--- config.mk ---
export PLATFORM = sky130hd
export DESIGN_NAME = shuffle_cells_iter
export DESIGN_NICKNAME = d
export VERILOG_FILES = /design/src/rtl/shuffle_cells_pkg.sv /design/src/rtl/shuffle_cells_step.sv /design/src/rtl/shuffle_cells_iter.sv
export SDC_FILE = /design/constraint.sdc
export NUM_CORES = 1
export LEC_CHECK = 0
export CAP_MARGIN = 15
export CORE_UTILIZATION = 49
export DETAILED_ROUTE_END_ITERATION = 16
export GPL_TIMING_DRIVEN = 0
export PLACE_DENSITY = 0.86
export SETUP_SLACK_MARGIN = 0.4
export SLEW_MARGIN = 5
export SYNTH_ARGS = -nofsm -noshare
export SYNTH_HDL_FRONTEND = slang
export SYNTH_SLANG_ARGS = --single-unit
--- constraint.sdc ---
create_clock -name clk -period 3.5 [get_ports clk]
set_clock_uncertainty 0.2 [all_clocks]
set_input_delay 0.7 -clock clk [delete_from_list [all_inputs] [get_ports clk]]
set_output_delay 0.7 -clock clk [all_outputs]
set_load 0.005 [all_outputs]
--- src/rtl/shuffle_cells_pkg.sv ---
// Shared types, constants and elaboration-time helpers for the iterated cell-shuffle unit.
// Optional build macro used by dependants: SHUFFLE_CELLS_DUAL_EN.
package shuffle_cells_pkg;

    localparam int unsigned IDX_W     = 8;
    localparam int unsigned MAX_CELLS = 256;
    localparam int unsigned TAB_W     = MAX_CELLS * IDX_W;

    // Blink 16-cell permutation, entry 0 leftmost.
    localparam logic [16*IDX_W-1:0] BLINK64_PERM =
        128'h00050b0a_0106040d_020c090f_03070e08;

    typedef enum logic [1:0] {
        IDLE = 2'd0,
        RUN  = 2'd1,
        DONE = 2'd2
    } state_e;

    // True when the first n entries (entry i at [(n-1-i)*IDX_W]) form a bijection on 0..n-1.
    function automatic logic perm_is_bijection(input logic [TAB_W-1:0] perm,
                                               input int unsigned      n);
        logic [MAX_CELLS-1:0] seen;
        logic [IDX_W-1:0]     e;
        logic                 ok;
        seen = '0;
        ok   = 1'b1;
        for (int unsigned i = 0; i < n; i++) begin
            e = perm[(n-1-i)*IDX_W +: IDX_W];
            if (32'(e) >= n || seen[e]) begin
                ok = 1'b0;
            end else begin
                seen[e] = 1'b1;
            end
        end
        return ok;
    endfunction

    // Inverse index table; entry j sits at [j*IDX_W] (natural order, unlike the input).
    function automatic logic [TAB_W-1:0] perm_inverse(input logic [TAB_W-1:0] perm,
                                                      input int unsigned      n);
        logic [TAB_W-1:0] inv;
        logic [IDX_W-1:0] e;
        inv = '0;
        for (int unsigned i = 0; i < n; i++) begin
            e = perm[(n-1-i)*IDX_W +: IDX_W];
            inv[32'(e)*IDX_W +: IDX_W] = IDX_W'(i);
        end
        return inv;
    endfunction

endpackage

--- src/rtl/shuffle_cells_step.sv ---
// One combinational permutation step: forward (out[i] = in[PERM[i]]) or inverse
// (out[PERM[i]] = in[i]), realised as pure wiring plus a 2:1 mux per cell.
module shuffle_cells_step
    import shuffle_cells_pkg::*;
#(
    parameter int unsigned               N_CELLS = 16,
    parameter int unsigned               CELL_W  = 4,
    parameter logic [N_CELLS*IDX_W-1:0]  PERM    = BLINK64_PERM
) (
    input  logic [N_CELLS*CELL_W-1:0] data_i,
    input  logic                      inv_i,
    output logic [N_CELLS*CELL_W-1:0] data_c_o
);

    localparam logic [TAB_W-1:0] PERM_EXT = TAB_W'(PERM);
    localparam logic [TAB_W-1:0] INV_TAB  = perm_inverse(PERM_EXT, N_CELLS);

    for (genvar i = 0; i < N_CELLS; i++) begin : g_cell
        localparam int unsigned FWD_SRC = 32'(PERM_EXT[(N_CELLS-1-i)*IDX_W +: IDX_W]);
        localparam int unsigned INV_SRC = 32'(INV_TAB[i*IDX_W +: IDX_W]);

        assign data_c_o[i*CELL_W +: CELL_W] = inv_i ? data_i[INV_SRC*CELL_W +: CELL_W]
                                                    : data_i[FWD_SRC*CELL_W +: CELL_W];
    end

endmodule

--- src/rtl/shuffle_cells_iter.sv ---
// Iterated cell-shuffle unit: accepts a block, applies PERM (or its inverse) a
// per-block number of times, returns it. Define SHUFFLE_CELLS_DUAL_EN for two steps per clock.
module shuffle_cells_iter
    import shuffle_cells_pkg::*;
#(
    parameter int unsigned               N_CELLS = 16,
    parameter int unsigned               CELL_W  = 4,
    parameter logic [N_CELLS*IDX_W-1:0]  PERM    = BLINK64_PERM,
    parameter int unsigned               RND_W   = 5
) (
    input  logic                      clk,
    input  logic                      rst_n,
    input  logic                      in_valid,
    output logic                      in_ready,
    input  logic [N_CELLS*CELL_W-1:0] in_data,
    input  logic                      in_inv,
    input  logic [RND_W-1:0]          in_rounds,
    output logic                      out_valid,
    input  logic                      out_ready,
    output logic [N_CELLS*CELL_W-1:0] out_data
);

    localparam int unsigned DATA_W = N_CELLS * CELL_W;

    // Elaboration guards: legal cell count and a genuine bijection.
    if (N_CELLS < 2 || N_CELLS > MAX_CELLS) begin : g_bad_cells
        $fatal(1, "shuffle_cells_iter: N_CELLS out of range 2..256");
    end
    if (!perm_is_bijection(TAB_W'(PERM), N_CELLS)) begin : g_bad_perm
        $fatal(1, "shuffle_cells_iter: PERM is not a bijection on 0..N_CELLS-1");
    end

    state_e            state_q, state_d;
    logic [DATA_W-1:0] data_q, data_d;
    logic [RND_W-1:0]  count_q, count_d;
    logic              inv_q, inv_d;
    logic              in_ready_q, in_ready_d;
    logic              out_valid_q, out_valid_d;
    logic [DATA_W-1:0] step1_c;

    shuffle_cells_step #(
        .N_CELLS (N_CELLS),
        .CELL_W  (CELL_W),
        .PERM    (PERM)
    ) u_step1 (
        .data_i   (data_q),
        .inv_i    (inv_q),
        .data_c_o (step1_c)
    );

`ifdef SHUFFLE_CELLS_DUAL_EN
    logic [DATA_W-1:0] step2_c;

    shuffle_cells_step #(
        .N_CELLS (N_CELLS),
        .CELL_W  (CELL_W),
        .PERM    (PERM)
    ) u_step2 (
        .data_i   (step1_c),
        .inv_i    (inv_q),
        .data_c_o (step2_c)
    );
`endif

    // Next-state and datapath update; handshake flags are decoded from the next state.
    always_comb begin
        state_d = state_q;
        data_d  = data_q;
        count_d = count_q;
        inv_d   = inv_q;

        case (state_q)
            IDLE: begin
                if (in_valid) begin
                    data_d  = in_data;
                    inv_d   = in_inv;
                    count_d = in_rounds;
                    state_d = (in_rounds == '0) ? DONE : RUN;
                end
            end
            RUN: begin
`ifdef SHUFFLE_CELLS_DUAL_EN
                if (count_q >= RND_W'(2)) begin
                    data_d  = step2_c;
                    count_d = count_q - RND_W'(2);
                    if (count_q == RND_W'(2)) begin
                        state_d = DONE;
                    end
                end else begin
                    data_d  = step1_c;
                    count_d = count_q - RND_W'(1);
                    state_d = DONE;
                end
`else
                data_d  = step1_c;
                count_d = count_q - RND_W'(1);
                if (count_q == RND_W'(1)) begin
                    state_d = DONE;
                end
`endif
            end
            DONE: begin
                if (out_ready) begin
                    state_d = IDLE;
                end
            end
            default: begin
                state_d = IDLE;
            end
        endcase

        in_ready_d  = (state_d == IDLE);
        out_valid_d = (state_d == DONE);
    end

    always_ff @(posedge clk or negedge rst_n) begin
        if (!rst_n) begin
            state_q     <= IDLE;
            data_q      <= '0;
            count_q     <= '0;
            inv_q       <= 1'b0;
            in_ready_q  <= 1'b1;
            out_valid_q <= 1'b0;
        end else begin
            state_q     <= state_d;
            data_q      <= data_d;
            count_q     <= count_d;
            inv_q       <= inv_d;
            in_ready_q  <= in_ready_d;
            out_valid_q <= out_valid_d;
        end
    end

    assign in_ready  = in_ready_q;
    assign out_valid = out_valid_q;
    assign out_data  = data_q;

endmodule

Yosys cells after proc, flatten, opt, wreduce, memory -nomap -nowiden

Index checks and enable logic that the tools add are counted.

Register bits after elaboration: 74
Output and inout bits: 66

Add/subtract/negate cells: 1
Equal/unequal tests: 5
Mux-type cells: 21
Bitwise gates (word level): 1
Reduce and logical (&&, ||, !) cells: 7

Operators with widths:

| kind                                                                | count |
|---|---|
| 64-bit case mux with 2 select lines                                 | 1 |
| 64-bit two-way mux                                                  | 1 |
| 4-bit two-way mux                                                   | 12 |
| 5-bit case mux with 2 select lines                                  | 1 |
| 2-bit two-way mux                                                   | 4 |
| 2-bit case mux with 3 select lines                                  | 1 |
| 5-bit by 1-bit == test with 1-bit output (second input constant)    | 1 |
| 5-bit logical NOT                                                   | 1 |
| 5-bit two-way mux                                                   | 1 |
| 5-bit by 1-bit subtractor with 5-bit output (second input constant) | 1 |
| 2-bit == test (second input constant)                               | 2 |
| 2-bit logical NOT                                                   | 2 |
| 2-bit AND reduction                                                 | 2 |
| 3-bit AND reduction                                                 | 1 |
| 2-bit by 1-bit == test with 1-bit output (second input constant)    | 1 |
| 2-bit inequality test (second input constant)                       | 1 |
| 2-bit nonzero test                                                  | 1 |
| 1-bit NOT                                                           | 1 |

Depth between registers and ports, before layout

Depth after elaboration: 5
Mapped depth: 7
Gate-level depth less buffers: 5

Modules after synthesis

From an unflattened synthesis, not the netlist that was laid out.

Cell total of the unflattened synthesis: 403
Area total of the unflattened synthesis: 4332.9 µm²

Modules (own cells, without submodules):

| module             | times used | cells an instance | area each (µm²) | seq. area each (µm²) |
|---|---|---|---|---|
| shuffle_cells_iter | 1          | 334               | 3553.4          | 1853.0 |
| shuffle_cells_step | 1          | 69                | 779.5           | 0.0 |

Least setup slack after synthesis

OpenSTA, ideal clock, no wires.

Path type: input to register
Start point: in in_rounds[1]
End point: reg state_q[0]
Library setup time: 0.140 ns
Arrival time: 1.450 ns
Data required time: 3.160 ns
Slack: 1.710 ns
Cell stages on the path: 3
Path buffers: 0
Path through: or4_1 > nor2_1 > o22ai_1

Word-level cells in the longest chain between the ends: 4

RTL lines:

| element                            | RTL line                  | text |
|---|---|---|
| start: declaration                 | shuffle_cells_iter.sv:17  | `input logic [RND_W-1:0] in_rounds,` |
| 5-bit logical NOT                  | shuffle_cells_iter.sv:78  | `state_d = (in_rounds == '0) ? DONE : RUN;` |
| 2-bit two-way mux                  | shuffle_cells_iter.sv:78  |  |
| 2-bit two-way mux                  | shuffle_cells_iter.sv:74  | `if (in_valid) begin` |
| 2-bit case mux with 3 select lines | shuffle_cells_iter.sv:72  | `case (state_q)` |
| via state_d[0]                     | shuffle_cells_iter.sv:33  | `state_e state_q, state_d;` |
| end signal: assignment             | shuffle_cells_iter.sv:125 | `state_q <= state_d;` |
| end: declaration                   | shuffle_cells_iter.sv:33  |  |

The timed path passes the listed nets, and every way through them passes these cells.
A chain may end at the register's enable or synchronous reset.

Worst setup path in the final report

Start point: reg in_ready_q (netlist: in_ready)
End point: out in_ready

RTL lines:

| element                  | RTL line                  | text |
|---|---|---|
| start: declaration       | shuffle_cells_iter.sv:37  | `logic in_ready_q, in_ready_d;` |
| start signal: assignment | shuffle_cells_iter.sv:129 | `in_ready_q <= in_ready_d;` |
| end: declaration         | shuffle_cells_iter.sv:14  | `output logic in_ready,` |

No word-level cell between the ends.

==> out/results.ini <==
[run_status]
status = finished clean

[clock_tree]
clk_latency_ns = 0.35
cts.sinks = 74
clockBufferDepth = 2
cts_setup_buffers = 0
clk_pin_slew_ns = 0.08
htree_num_levels = 3
cts_buffers = 9
cts-root-buf = clkbuf_8
cts_hold_buffers = 0
cts_tree = done
cts_resized = 0

[cells_and_area]
regArea_mm2 = 0.00185
drive_above_1_share_pct = 10.8
multi_input_area_mm2 = 0.00184
antennaDiodeCount = 0
fillers = 586
area_growth_pct = 42.8
nNetsFinal = 663

[setup_path]
r2r_slack_ns = 1.70
cp-end-kind = primary output
crit_required_ns = 2.60
path_class = reg2out
crit_slowest_cell = dfstp_2
path_buf_inv = 1
path_max_fanout = 1
critical-path-max-stage-delay_ns = 0.53
worstReg2RegEnd = out_data[4]$_DFFE_PN0P_
crit_family = flip-flops
critPathArrivalTime_ns = 1.36
regToRegStartpoint = inv_q$_DFFE_PN0P_
r2r_cells = 5
path_cells = clkdlybuf4s50_1
startpoint_type = register

[global_route]
grt_pass1_wl_um = 20600
grt_max_degree = 41
gr-usage-all-layers_pct = 31.7
grt_antenna_before_repair = 0
grt_pass1_vias = 4102
grt_overflow = 0

[min_path]
hp-class = in2async

[route]
drt_iter0_drc = 289
dr_total_vias = 4104
totalWireLength_um = 13000
drt-pass1-iter-count = 6
viasPerCell = 5.92
ant_nets = 0
wl_per_cell_um = 18.8
drc = 0

[timing]
period_minus_slack_ns = 2.26
fin_setup_tns_ns = 0
finalSetupViolations = 0
worst_slew_pin_slew_ns = 0.624
slew_violations = 0
grt_setup_unrepaired = no
finalHoldViolCount = 0
finalCritPeriodShare_pct = 64.7
max_freq_ghz = 0.442
maxSlewHeadroom_pct = 58.4

[yosys]
synthDistinctLibCells = 32
synth_edf_count = 0
yosys.area.top_type = dfrtp_1
yosys_register_bits = 74
synth.net_count = 512
synth_ff_type = dfrtp_1
synth_top_area_share_pct = 46.2
yosys_warnings = 0
netlist_area_mm2 = 0.00395
synth_area_leaders = dfrtp_1, nand2_1, a211oi_1, a31oi_1, nor2b_1
synth_cells = 436
synth-seq-area-share_pct = 46.9
syn-mean-instance-area_um2 = 9.06
async_flop_share_pct = 100

[die]
die_x_um = 91.8
start_util_pct = 50.9
placementRows = 32
die_height_um = 91.8
coreArea_mm2 = 0.00777
design.die.area_mm2 = 0.00842
ios = 140

[pwr]
peakVddDrop_mv = 0.453
p_per_area_mw_per_mm2 = 929
power.leakage_nw = 2.31
totalPowerFinal_mw = 5.24

[run]
maxCapViolCount = 0

[placement]
port_buffers = 139
gp_congestion = 0.918
dp.final_hpwl_um = 9170

## how the worst max path moves through the flow
stage	cells after the start	slack, ns	start	to
after floorplan	3	1.71	in_rounds[1]	state_q[0]$_DFF_PN0_
after global placement	1	-0.98	rst_n	out_data[2]$_DFFE_PN0P_
after detailed placement	5	0.98	in_valid	out_data[30]$_DFFE_PN0P_
after CTS	1	1.24	in_ready$_DFF_PN1_	in_ready
after global routing	5	1.20	in_valid	out_data[38]$_DFFE_PN0P_
final	1	1.24	in_ready$_DFF_PN1_	in_ready
## flip-flops by register name (all words and copies together) (netlist names)
name       count
out_valid      1
count_q        5
in_ready       1
out_data      64
inv_q          1
state_q        2
## synthesized netlist by cell type (2+ instances only)
master / number
a211oi_1: 48
a21bo_2: 2
a21oi_1: 5
a31oi_1: 57
buf_2: 25
buf_4: 4
buf_6: 5
clkbuf_1: 5
dfrtp_1: 73
ha_1: 2
inv_1: 4
mux2_2: 9
mux2i_1: 4
nand2_1: 112
nand2b_1: 4
nor2_1: 10
nor2b_1: 48
nor3b_1: 2
o21ai_0: 2
o32ai_1: 3
## cells in the final DEF (no fill, tap or decap), types with 3 or more instances in the layout
| master | netlist | final |
|---|---|---|
| nand2_1 | 112 | 112 |
| nor2b_1 | 48 | 48 |
| buf_6 | 5 | 5 |
| clkdlybuf4s50_1 | 0 | 138 |
| o32ai_1 | 3 | 3 |
| buf_2 | 25 | 25 |
| nand2b_1 | 4 | 4 |
| a211oi_1 | 48 | 48 |
| mux2_2 | 9 | 9 |
| nor2_1 | 10 | 10 |
| clkbuf_1 | 5 | 8 |
| inv_1 | 4 | 4 |
| buf_4 | 4 | 5 |
| a21oi_1 | 5 | 5 |
| a31oi_1 | 57 | 57 |
| mux2i_1 | 4 | 4 |
| clkbuf_8 | 0 | 9 |
| dfrtp_1 | 73 | 73 |
## area by class of cell
cell class	instances	area share [%]
tap	102	2.26
buffer	40	4.22
timing repair buffer	140	25.0
multi-input combinational	318	32.7
inverter	4	0.266
clock inverter	3	0.311
clock buffer	12	2.40
sequential	74	32.9
## power by group
group / internal (mW) / switching [mW] / leakage (nW) / total (mW)
Clock: 0.252 / 0.315 / 0.0762 / 0.567
Sequential: 1.31 / 0.477 / 0.857 / 1.79
Combinational: 1.53 / 1.35 / 1.38 / 2.88
Total: 3.10 / 2.14 / 2.31 / 5.24
## worst register-to-register path, delay by kind of cell (launching register included)
kind	cells	cell delay, ns
buf+inv	2	0.65
simple gates	1	0.15
flops	1	0.34
compound gates	2	0.34
## routing by layer
metal  global-route usage, %  routed length, um  vias to the layer above
met5                       0                  0                        -
met4                    12.4                300                        0
met3                    8.46               1470                       39
met2                    50.9               5930                      300
met1                    41.2               5300                     1924
li1                        -                  -                     1841
## logic make-up after synthesis
group                      after synthesis  share of synthesized area, %
AOI/OAI and AO/OA                      120                          20.8
adders and majority gates                2                         0.633
buffers and inverters                   44                          6.40
DFF                                     74                          46.9
muxes                                   13                          3.58
and+or+nand+nor                        183                          21.6
## through the flow
stage | hold slack (ns) | utilization (%) | instance area [um^2] | cells | worst slack (ns)
6_report | 0.0900 | 72.6 | 5640 | 693 | 1.24
3_3_place_gp | 0.287 | 70.4 | 5470 | 677 | -0.983
2_1_floorplan | 0.204 | - | 3950 | 436 | 1.71
5_1_grt | 0.131 | 72.6 | 5640 | 693 | 1.20
3_5_place_dp | 0.297 | 70.6 | 5490 | 678 | 0.980
4_1_cts | 0.116 | 72.6 | 5640 | 693 | 1.24
Power figures use the tool's default switching activity.
